[src/rtl/femtorv_lsu_pkg.sv]
// Shared types, funct3 encodings and access helpers for the femtorv load/store unit.
package femtorv_lsu_pkg;

    typedef enum logic [1:0] {
        LSU_IDLE      = 2'd0,
        LSU_LOAD_WAIT = 2'd1,
        LSU_RESP      = 2'd2
    } lsu_state_t;

    localparam logic [2:0] F3_B  = 3'b000;
    localparam logic [2:0] F3_H  = 3'b001;
    localparam logic [2:0] F3_W  = 3'b010;
    localparam logic [2:0] F3_BU = 3'b100;
    localparam logic [2:0] F3_HU = 3'b101;

    // Byte lanes touched by an access of the given size at the given byte offset.
    function automatic logic [3:0] lsu_byte_en(input logic [2:0] funct3, input logic [1:0] offset);
        case (funct3[1:0])
            2'b00:   return 4'b0001 << offset;
            2'b01:   return offset[1] ? 4'b1100 : 4'b0011;
            default: return 4'b1111;
        endcase
    endfunction

    // True when the funct3 encoding is legal for the direction and the offset is naturally aligned.
    function automatic logic lsu_access_ok(input logic is_store, input logic [2:0] funct3,
                                           input logic [1:0] offset);
        logic legal;
        logic aligned;
        legal   = (funct3 == F3_B) || (funct3 == F3_H) || (funct3 == F3_W) ||
                  (!is_store && ((funct3 == F3_BU) || (funct3 == F3_HU)));
        aligned = !((funct3[1:0] == 2'b01) && offset[0]) &&
                  !((funct3[1:0] == 2'b10) && (offset != 2'b00));
        return legal && aligned;
    endfunction

endpackage

[src/rtl/femtorv_lsu_if.sv]
// Request/response handshake plus RAM-port bundle between a core, the LSU and the word RAM.
interface femtorv_lsu_if #(
    parameter int ADDRESS_WIDTH = 10
);
    logic                     req_valid;
    logic                     req_ready;
    logic                     req_we;
    logic [2:0]               req_funct3;
    logic [31:0]              req_addr;
    logic [31:0]              req_wdata;
    logic                     rsp_valid;
    logic                     rsp_ready;
    logic [31:0]              rsp_rdata;
    logic                     rsp_err;
    logic [ADDRESS_WIDTH-1:0] mem_addr;
    logic [3:0]               mem_be;
    logic [31:0]              mem_wdata;
    logic                     mem_we;
    logic [31:0]              mem_rdata;

    // Requester side; it also stands in for the RAM by supplying mem_rdata.
    modport master (
        output req_valid, req_we, req_funct3, req_addr, req_wdata, rsp_ready, mem_rdata,
        input  req_ready, rsp_valid, rsp_rdata, rsp_err, mem_addr, mem_be, mem_wdata, mem_we
    );

    modport slave (
        input  req_valid, req_we, req_funct3, req_addr, req_wdata, rsp_ready, mem_rdata,
        output req_ready, rsp_valid, rsp_rdata, rsp_err, mem_addr, mem_be, mem_wdata, mem_we
    );
endinterface

[src/rtl/femtorv_load_align.sv]
// Picks the addressed byte/half out of a RAM word and sign- or zero-extends it.
module femtorv_load_align
    import femtorv_lsu_pkg::*;
(
    input  logic [31:0] mem_rdata,
    input  logic [1:0]  offset,
    input  logic [2:0]  funct3,
    output logic [31:0] load_data
);

    logic [7:0]  lane [4];
    logic [7:0]  sel_byte;
    logic [15:0] sel_half;

    for (genvar gi = 0; gi < 4; gi++) begin : g_lane
        assign lane[gi] = mem_rdata[8*gi +: 8];
    end

    assign sel_byte = lane[offset];
    assign sel_half = offset[1] ? mem_rdata[31:16] : mem_rdata[15:0];

    always_comb begin
        load_data = mem_rdata;
        case (funct3)
            F3_B:    load_data = {{24{sel_byte[7]}}, sel_byte};
            F3_BU:   load_data = {24'h000000, sel_byte};
            F3_H:    load_data = {{16{sel_half[15]}}, sel_half};
            F3_HU:   load_data = {16'h0000, sel_half};
            default: load_data = mem_rdata;
        endcase
    end

endmodule

[src/rtl/femtorv_lsu.sv]
// RV32I load/store unit: one request in, one response out, driving a single byte-enable RAM port.
module femtorv_lsu
    import femtorv_lsu_pkg::*;
#(
    parameter int ADDRESS_WIDTH = 10
) (
    input  logic         clk,
    input  logic         resetn,
    femtorv_lsu_if.slave bus
);

    localparam logic [1:0] ST_IDLE      = LSU_IDLE;
    localparam logic [1:0] ST_LOAD_WAIT = LSU_LOAD_WAIT;
    localparam logic [1:0] ST_RESP      = LSU_RESP;

    logic [1:0]  state_reg;
    logic [2:0]  funct3_reg;
    logic [1:0]  offset_reg;
    logic        rsp_valid_reg;
    logic [31:0] rsp_rdata_reg;
    logic        rsp_err_reg;

    logic        idle;
    logic        access_ok;
    logic        store_fire;
    logic [31:0] wdata_rep;
    logic [31:0] load_data;

    assign idle       = (state_reg == ST_IDLE);
    assign access_ok  = lsu_access_ok(bus.req_we, bus.req_funct3, bus.req_addr[1:0]);
    assign store_fire = idle && bus.req_valid && bus.req_we && access_ok;

    // Byte address bits above the RAM's reach simply wrap.
    logic unused_addr_hi;
    assign unused_addr_hi = ^bus.req_addr[31:ADDRESS_WIDTH+2];

    always_comb begin
        wdata_rep = bus.req_wdata;
        case (bus.req_funct3[1:0])
            2'b00:   wdata_rep = {4{bus.req_wdata[7:0]}};
            2'b01:   wdata_rep = {2{bus.req_wdata[15:0]}};
            default: wdata_rep = bus.req_wdata;
        endcase
    end

    assign bus.req_ready = idle;
    assign bus.mem_addr  = bus.req_addr[ADDRESS_WIDTH+1:2];
    assign bus.mem_we    = store_fire;
    assign bus.mem_be    = store_fire ? lsu_byte_en(bus.req_funct3, bus.req_addr[1:0]) : 4'b0000;
    assign bus.mem_wdata = wdata_rep;

    assign bus.rsp_valid = rsp_valid_reg;
    assign bus.rsp_rdata = rsp_rdata_reg;
    assign bus.rsp_err   = rsp_err_reg;

    femtorv_load_align u_align (
        .mem_rdata (bus.mem_rdata),
        .offset    (offset_reg),
        .funct3    (funct3_reg),
        .load_data (load_data)
    );

    always_ff @(posedge clk or negedge resetn) begin
        if (!resetn) begin
            state_reg     <= ST_IDLE;
            funct3_reg    <= 3'b000;
            offset_reg    <= 2'b00;
            rsp_valid_reg <= 1'b0;
            rsp_rdata_reg <= 32'h0;
            rsp_err_reg   <= 1'b0;
        end else begin
            case (state_reg)
                ST_IDLE: begin
                    if (bus.req_valid) begin
                        if (!access_ok) begin
                            state_reg     <= ST_RESP;
                            rsp_valid_reg <= 1'b1;
                            rsp_err_reg   <= 1'b1;
                            rsp_rdata_reg <= 32'h0;
                        end else if (bus.req_we) begin
                            // The RAM commits the write on this same edge.
                            state_reg     <= ST_RESP;
                            rsp_valid_reg <= 1'b1;
                            rsp_err_reg   <= 1'b0;
                            rsp_rdata_reg <= 32'h0;
                        end else begin
                            state_reg  <= ST_LOAD_WAIT;
                            funct3_reg <= bus.req_funct3;
                            offset_reg <= bus.req_addr[1:0];
                        end
                    end
                end
                ST_LOAD_WAIT: begin
                    state_reg     <= ST_RESP;
                    rsp_valid_reg <= 1'b1;
                    rsp_err_reg   <= 1'b0;
                    rsp_rdata_reg <= load_data;
                end
                ST_RESP: begin
                    if (bus.rsp_ready) begin
                        state_reg     <= ST_IDLE;
                        rsp_valid_reg <= 1'b0;
                    end
                end
                default: begin
                    state_reg     <= ST_IDLE;
                    rsp_valid_reg <= 1'b0;
                end
            endcase
        end
    end

endmodule

[src/flat_wrapper.sv]
// flat-port wrapper written by rule: the top's interface ports become plain ports
module femtorv_lsu_flat import femtorv_lsu_pkg::*;
#(
    parameter int ADDRESS_WIDTH = 10
)
  (clk, resetn, bus_req_valid, bus_req_we, bus_req_funct3, bus_req_addr, bus_req_wdata, bus_rsp_ready, bus_mem_rdata, bus_req_ready, bus_rsp_valid, bus_rsp_rdata, bus_rsp_err, bus_mem_addr, bus_mem_be, bus_mem_wdata, bus_mem_we);
  femtorv_lsu_if #(.ADDRESS_WIDTH(ADDRESS_WIDTH)) bus_i ();
  input  logic clk;
  input  logic resetn;
  input wire logic [$bits(bus_i.req_valid)-1:0] bus_req_valid;
  input wire logic [$bits(bus_i.req_we)-1:0] bus_req_we;
  input wire logic [$bits(bus_i.req_funct3)-1:0] bus_req_funct3;
  input wire logic [$bits(bus_i.req_addr)-1:0] bus_req_addr;
  input wire logic [$bits(bus_i.req_wdata)-1:0] bus_req_wdata;
  input wire logic [$bits(bus_i.rsp_ready)-1:0] bus_rsp_ready;
  input wire logic [$bits(bus_i.mem_rdata)-1:0] bus_mem_rdata;
  output wire logic [$bits(bus_i.req_ready)-1:0] bus_req_ready;
  output wire logic [$bits(bus_i.rsp_valid)-1:0] bus_rsp_valid;
  output wire logic [$bits(bus_i.rsp_rdata)-1:0] bus_rsp_rdata;
  output wire logic [$bits(bus_i.rsp_err)-1:0] bus_rsp_err;
  output wire logic [$bits(bus_i.mem_addr)-1:0] bus_mem_addr;
  output wire logic [$bits(bus_i.mem_be)-1:0] bus_mem_be;
  output wire logic [$bits(bus_i.mem_wdata)-1:0] bus_mem_wdata;
  output wire logic [$bits(bus_i.mem_we)-1:0] bus_mem_we;
  assign bus_i.req_valid = bus_req_valid;
  assign bus_i.req_we = bus_req_we;
  assign bus_i.req_funct3 = bus_req_funct3;
  assign bus_i.req_addr = bus_req_addr;
  assign bus_i.req_wdata = bus_req_wdata;
  assign bus_i.rsp_ready = bus_rsp_ready;
  assign bus_i.mem_rdata = bus_mem_rdata;
  assign bus_req_ready = bus_i.req_ready;
  assign bus_rsp_valid = bus_i.rsp_valid;
  assign bus_rsp_rdata = bus_i.rsp_rdata;
  assign bus_rsp_err = bus_i.rsp_err;
  assign bus_mem_addr = bus_i.mem_addr;
  assign bus_mem_be = bus_i.mem_be;
  assign bus_mem_wdata = bus_i.mem_wdata;
  assign bus_mem_we = bus_i.mem_we;
  femtorv_lsu #(.ADDRESS_WIDTH(ADDRESS_WIDTH)) u_core (.clk(clk), .resetn(resetn), .bus(bus_i));
endmodule
[config.mk]
export PLATFORM = sky130hd
export DESIGN_NAME = femtorv_lsu_flat
export DESIGN_NICKNAME = d
export VERILOG_FILES = /design/src/rtl/femtorv_lsu_pkg.sv /design/src/rtl/femtorv_lsu_if.sv /design/src/rtl/femtorv_load_align.sv /design/src/rtl/femtorv_lsu.sv /design/src/flat_wrapper.sv
export SDC_FILE = /design/constraint.sdc
export NUM_CORES = 1
export LEC_CHECK = 0
export CORE_MARGIN = 2
export CORE_UTILIZATION = 30
export DETAILED_ROUTE_END_ITERATION = 16
export PLACE_DENSITY = 0.75
export SLEW_MARGIN = 15
export SYNTH_ARGS = -nofsm -noshare
export SYNTH_HDL_FRONTEND = slang
export SYNTH_HIERARCHICAL = 1
export SYNTH_SLANG_ARGS = --single-unit
[constraint.sdc]
create_clock -name clk -period 2.06 [get_ports clk]
set_input_delay 0.206 -clock clk [delete_from_list [all_inputs] [get_ports clk]]
set_output_delay 0.206 -clock clk [all_outputs]
set_load 0.05 [all_outputs]
==> impl_metrics.ini <==
[clocking]
cts_tree = built
clkLatencyLatePin_ns = 0.29
htree_levels = 2
cts.reportedPaths.clkPinSlew_ns = 0.08
numCtsBuffers = 5
postCtsHoldBufs = 0
cts.sinks = 41
cts_root_buf = clkbuf_8
cts.path.max_buffers = 2

[synth]
yosys-top-cells-area = dfrtp_1 (35%), mux2i_1 (15%), mux2_2 (9.9%)
syn_avg_cell_area_um2 = 9.03
yosysSeqAreaShare_pct = 34.8
syn_nets = 430
synth_top_area_share_pct = 34.8
netlist_area_um2 = 2940
syn_inst = 326
ys_warn_count = 6
ys_types = 37
synth_ff_type = dfrtp_1
ys_seq_elements = 41
async_reset_ff_share_pct = 100
synth-edff-count = 0
synth.largest_area_cell = dfrtp_1

[hold_path]
min_path_type = input port to async pin

[placed_design]
gp_congestion = 0.831
placed_area_um2 = 4610
dp_hpwl_um = 7420
portBuffers = 145

[cells_and_area]
layout.nets = 565
area_delta_synth_final_pct = 61.3
final_util_pct = 49.3
mostFrequentLayoutCell = clkdlybuf4s50_1
n_antenna_cell = 0
drive_above_1_share_pct = 24.7
largest_register_ffs = 32
final_cell_mix = clkdlybuf4s50_1 (104), nand2_1 (53), buf_4 (44), mux2i_1 (44), a21oi_1 (41)
fin_area_um2 = 4750

[sta]
tns_ns = 0
clock_skew_ns = 0.00161
fmax_mhz = 507
finalMaxSlewViolations = 0
relSlewSlack_pct = 37.9
worst_slew_pin_slew_ns = 0.931
period_share_pct = 95.7
rsz0062_at_grt = no
worst_hold_slack_ns = 0.0527
period_minus_slack_ns = 1.97
hold_viol = 0
setup_viol = 0

[routing]
first_pass_iters = 4
route.met2.wl_um = 4760
wl_per_cell_um = 15.9
drc = 0
ant_nets = 0
num_vias = 2946
drtIter0Drc = 183
wl_met3_um = 806
wl_met1_um = 3760
wirelength_um = 9440
vias_per_cell = 4.95
routed.top_layer = met4

[floorplan]
fp.dieH_um = 103
initial_core_util_pct = 30.5
io_pins = 186
dieArea_um2 = 10600
dieWidth_um = 103
coreArea_um2 = 9640
num_rows = 36

[critical_path]
cp.arrival_ns = 1.77
crit_path_max_fanout = 5
start_kind = flop
cp-end-kind = primary output
criticalPathCategory = flop to primary output
crit_required_ns = 1.85

[grt]
overflow = 0
antenna_found_initial = 0
grt_first_pass_wirelength_um = 14600
track_usage_pct = 17.5
first_global_vias = 2887
grt_max_degree = 42

[power_and_ir_drop]
vdd_ir_drop_max_mv = 0.311
p_total_mw = 3.92
p_switching_mw = 1.73
p_leak_nw = 2.30
power.internal_mw = 2.20
p_per_area_nw_per_um2 = 826
p_clk_share_pct = 14.7
seq_power_share_pct = 26.9
p_comb_share_pct = 58.4
switching_share_pct = 44.0

[run_status]
outcome = complete, no violations

[run]
maxCapViolCount = 0
## final timing paths
path	startpoint	to	slack, ns	cells past startpoint
max in group asynchronous	resetn	u_core/state_reg[0]	1.36	1
min in group clk	bus_req_funct3[2]	u_core/funct3_reg[2]	0.34	2
hold reg to reg	u_core/bus.rsp_err	u_core/bus.rsp_err	0.56	1
setup reg to reg	u_core/offset_reg[0]	u_core/bus.rsp_rdata[4]	0.26	6
hold / removal	resetn	u_core/bus.rsp_rdata[2]	0.05	1
setup / recovery	u_core/state_reg[0]	bus_mem_be[1]	0.09	5
## layout make-up
cell class | instances | area [µm²]
inverters | 6 | 22.5
repair buffers | 169 | 1750
clock inverters | 1 | 5.00
flip-flops and latches | 41 | 1030
clock buffers | 7 | 96.3
well taps | 133 | 166
fillers | 914 | 4890
multi-input cells | 238 | 1680
## worst max-delay path, stage by stage (launching register included)
cell and delay (ns):
dfrtp_2 0.46, nor3b_4 0.25, o211ai_1 0.27, a21oi_2 0.22, buf_4 0.14, buf_12 0.12
## Yosys cell counts, drive strengths merged, types with 2 or more instances
library cell	instances
o211ai	4
a22oi	8
inv	6
nand2	55
nor2	11
nor2b	7
a21oi	43
nor3b	2
buf	32
mux2i	44
dfrtp	41
nand2b	3
mux2	26
clkbuf	9
o21ai	20
o21bai	2
## logic make-up after synthesis
| group | share of synthesized area (%) |
|---|---|
| AOI/OAI and AO/OA | 17.1 |
| and+or+nand+nor | 13.3 |
| muxes | 25.7 |
| buffers and inverters | 9.05 |
| DFF | 34.8 |
## layer usage
| metal | GRT usage, % | vias to the layer above |
|---|---|---|
| li1 | - | 1404 |
| met1 | 21.0 | 1377 |
| met2 | 31.9 | 153 |
| met3 | 4.14 | 12 |
| met4 | 3.85 | 0 |
| met5 | 0 | - |
## repair_timing
| item | 4_1_cts | 5_1_grt |
|---|---|---|
| buffers inserted | 0 | 1 |
| pin swaps | 0 | 2 |
| setup endpoints to repair | 2 | 20 |
| resized for setup | 2 | 7 |
## per-stage QoR
step           worst slack, ns  instances
2_1_floorplan           0.0323        326
3_3_place_gp            0.0353        586
3_5_place_dp           -0.0851        586
4_1_cts                 0.0188        594
5_1_grt                0.00203        595
6_report                0.0877        595
## power groups by stage
stage | clock network [mW] | registers [mW] | logic, mW
2_1_floorplan | 0 | 1.38 | 1.19
3_3_place_gp | 0 | 1.07 | 2.26
3_5_place_dp | 0 | 1.07 | 2.29
4_1_cts | 0.598 | 1.06 | 2.30
5_1_grt | 0.632 | 1.08 | 2.46
6_report | 0.577 | 1.06 | 2.29
(Power assumes the default switching activity.)
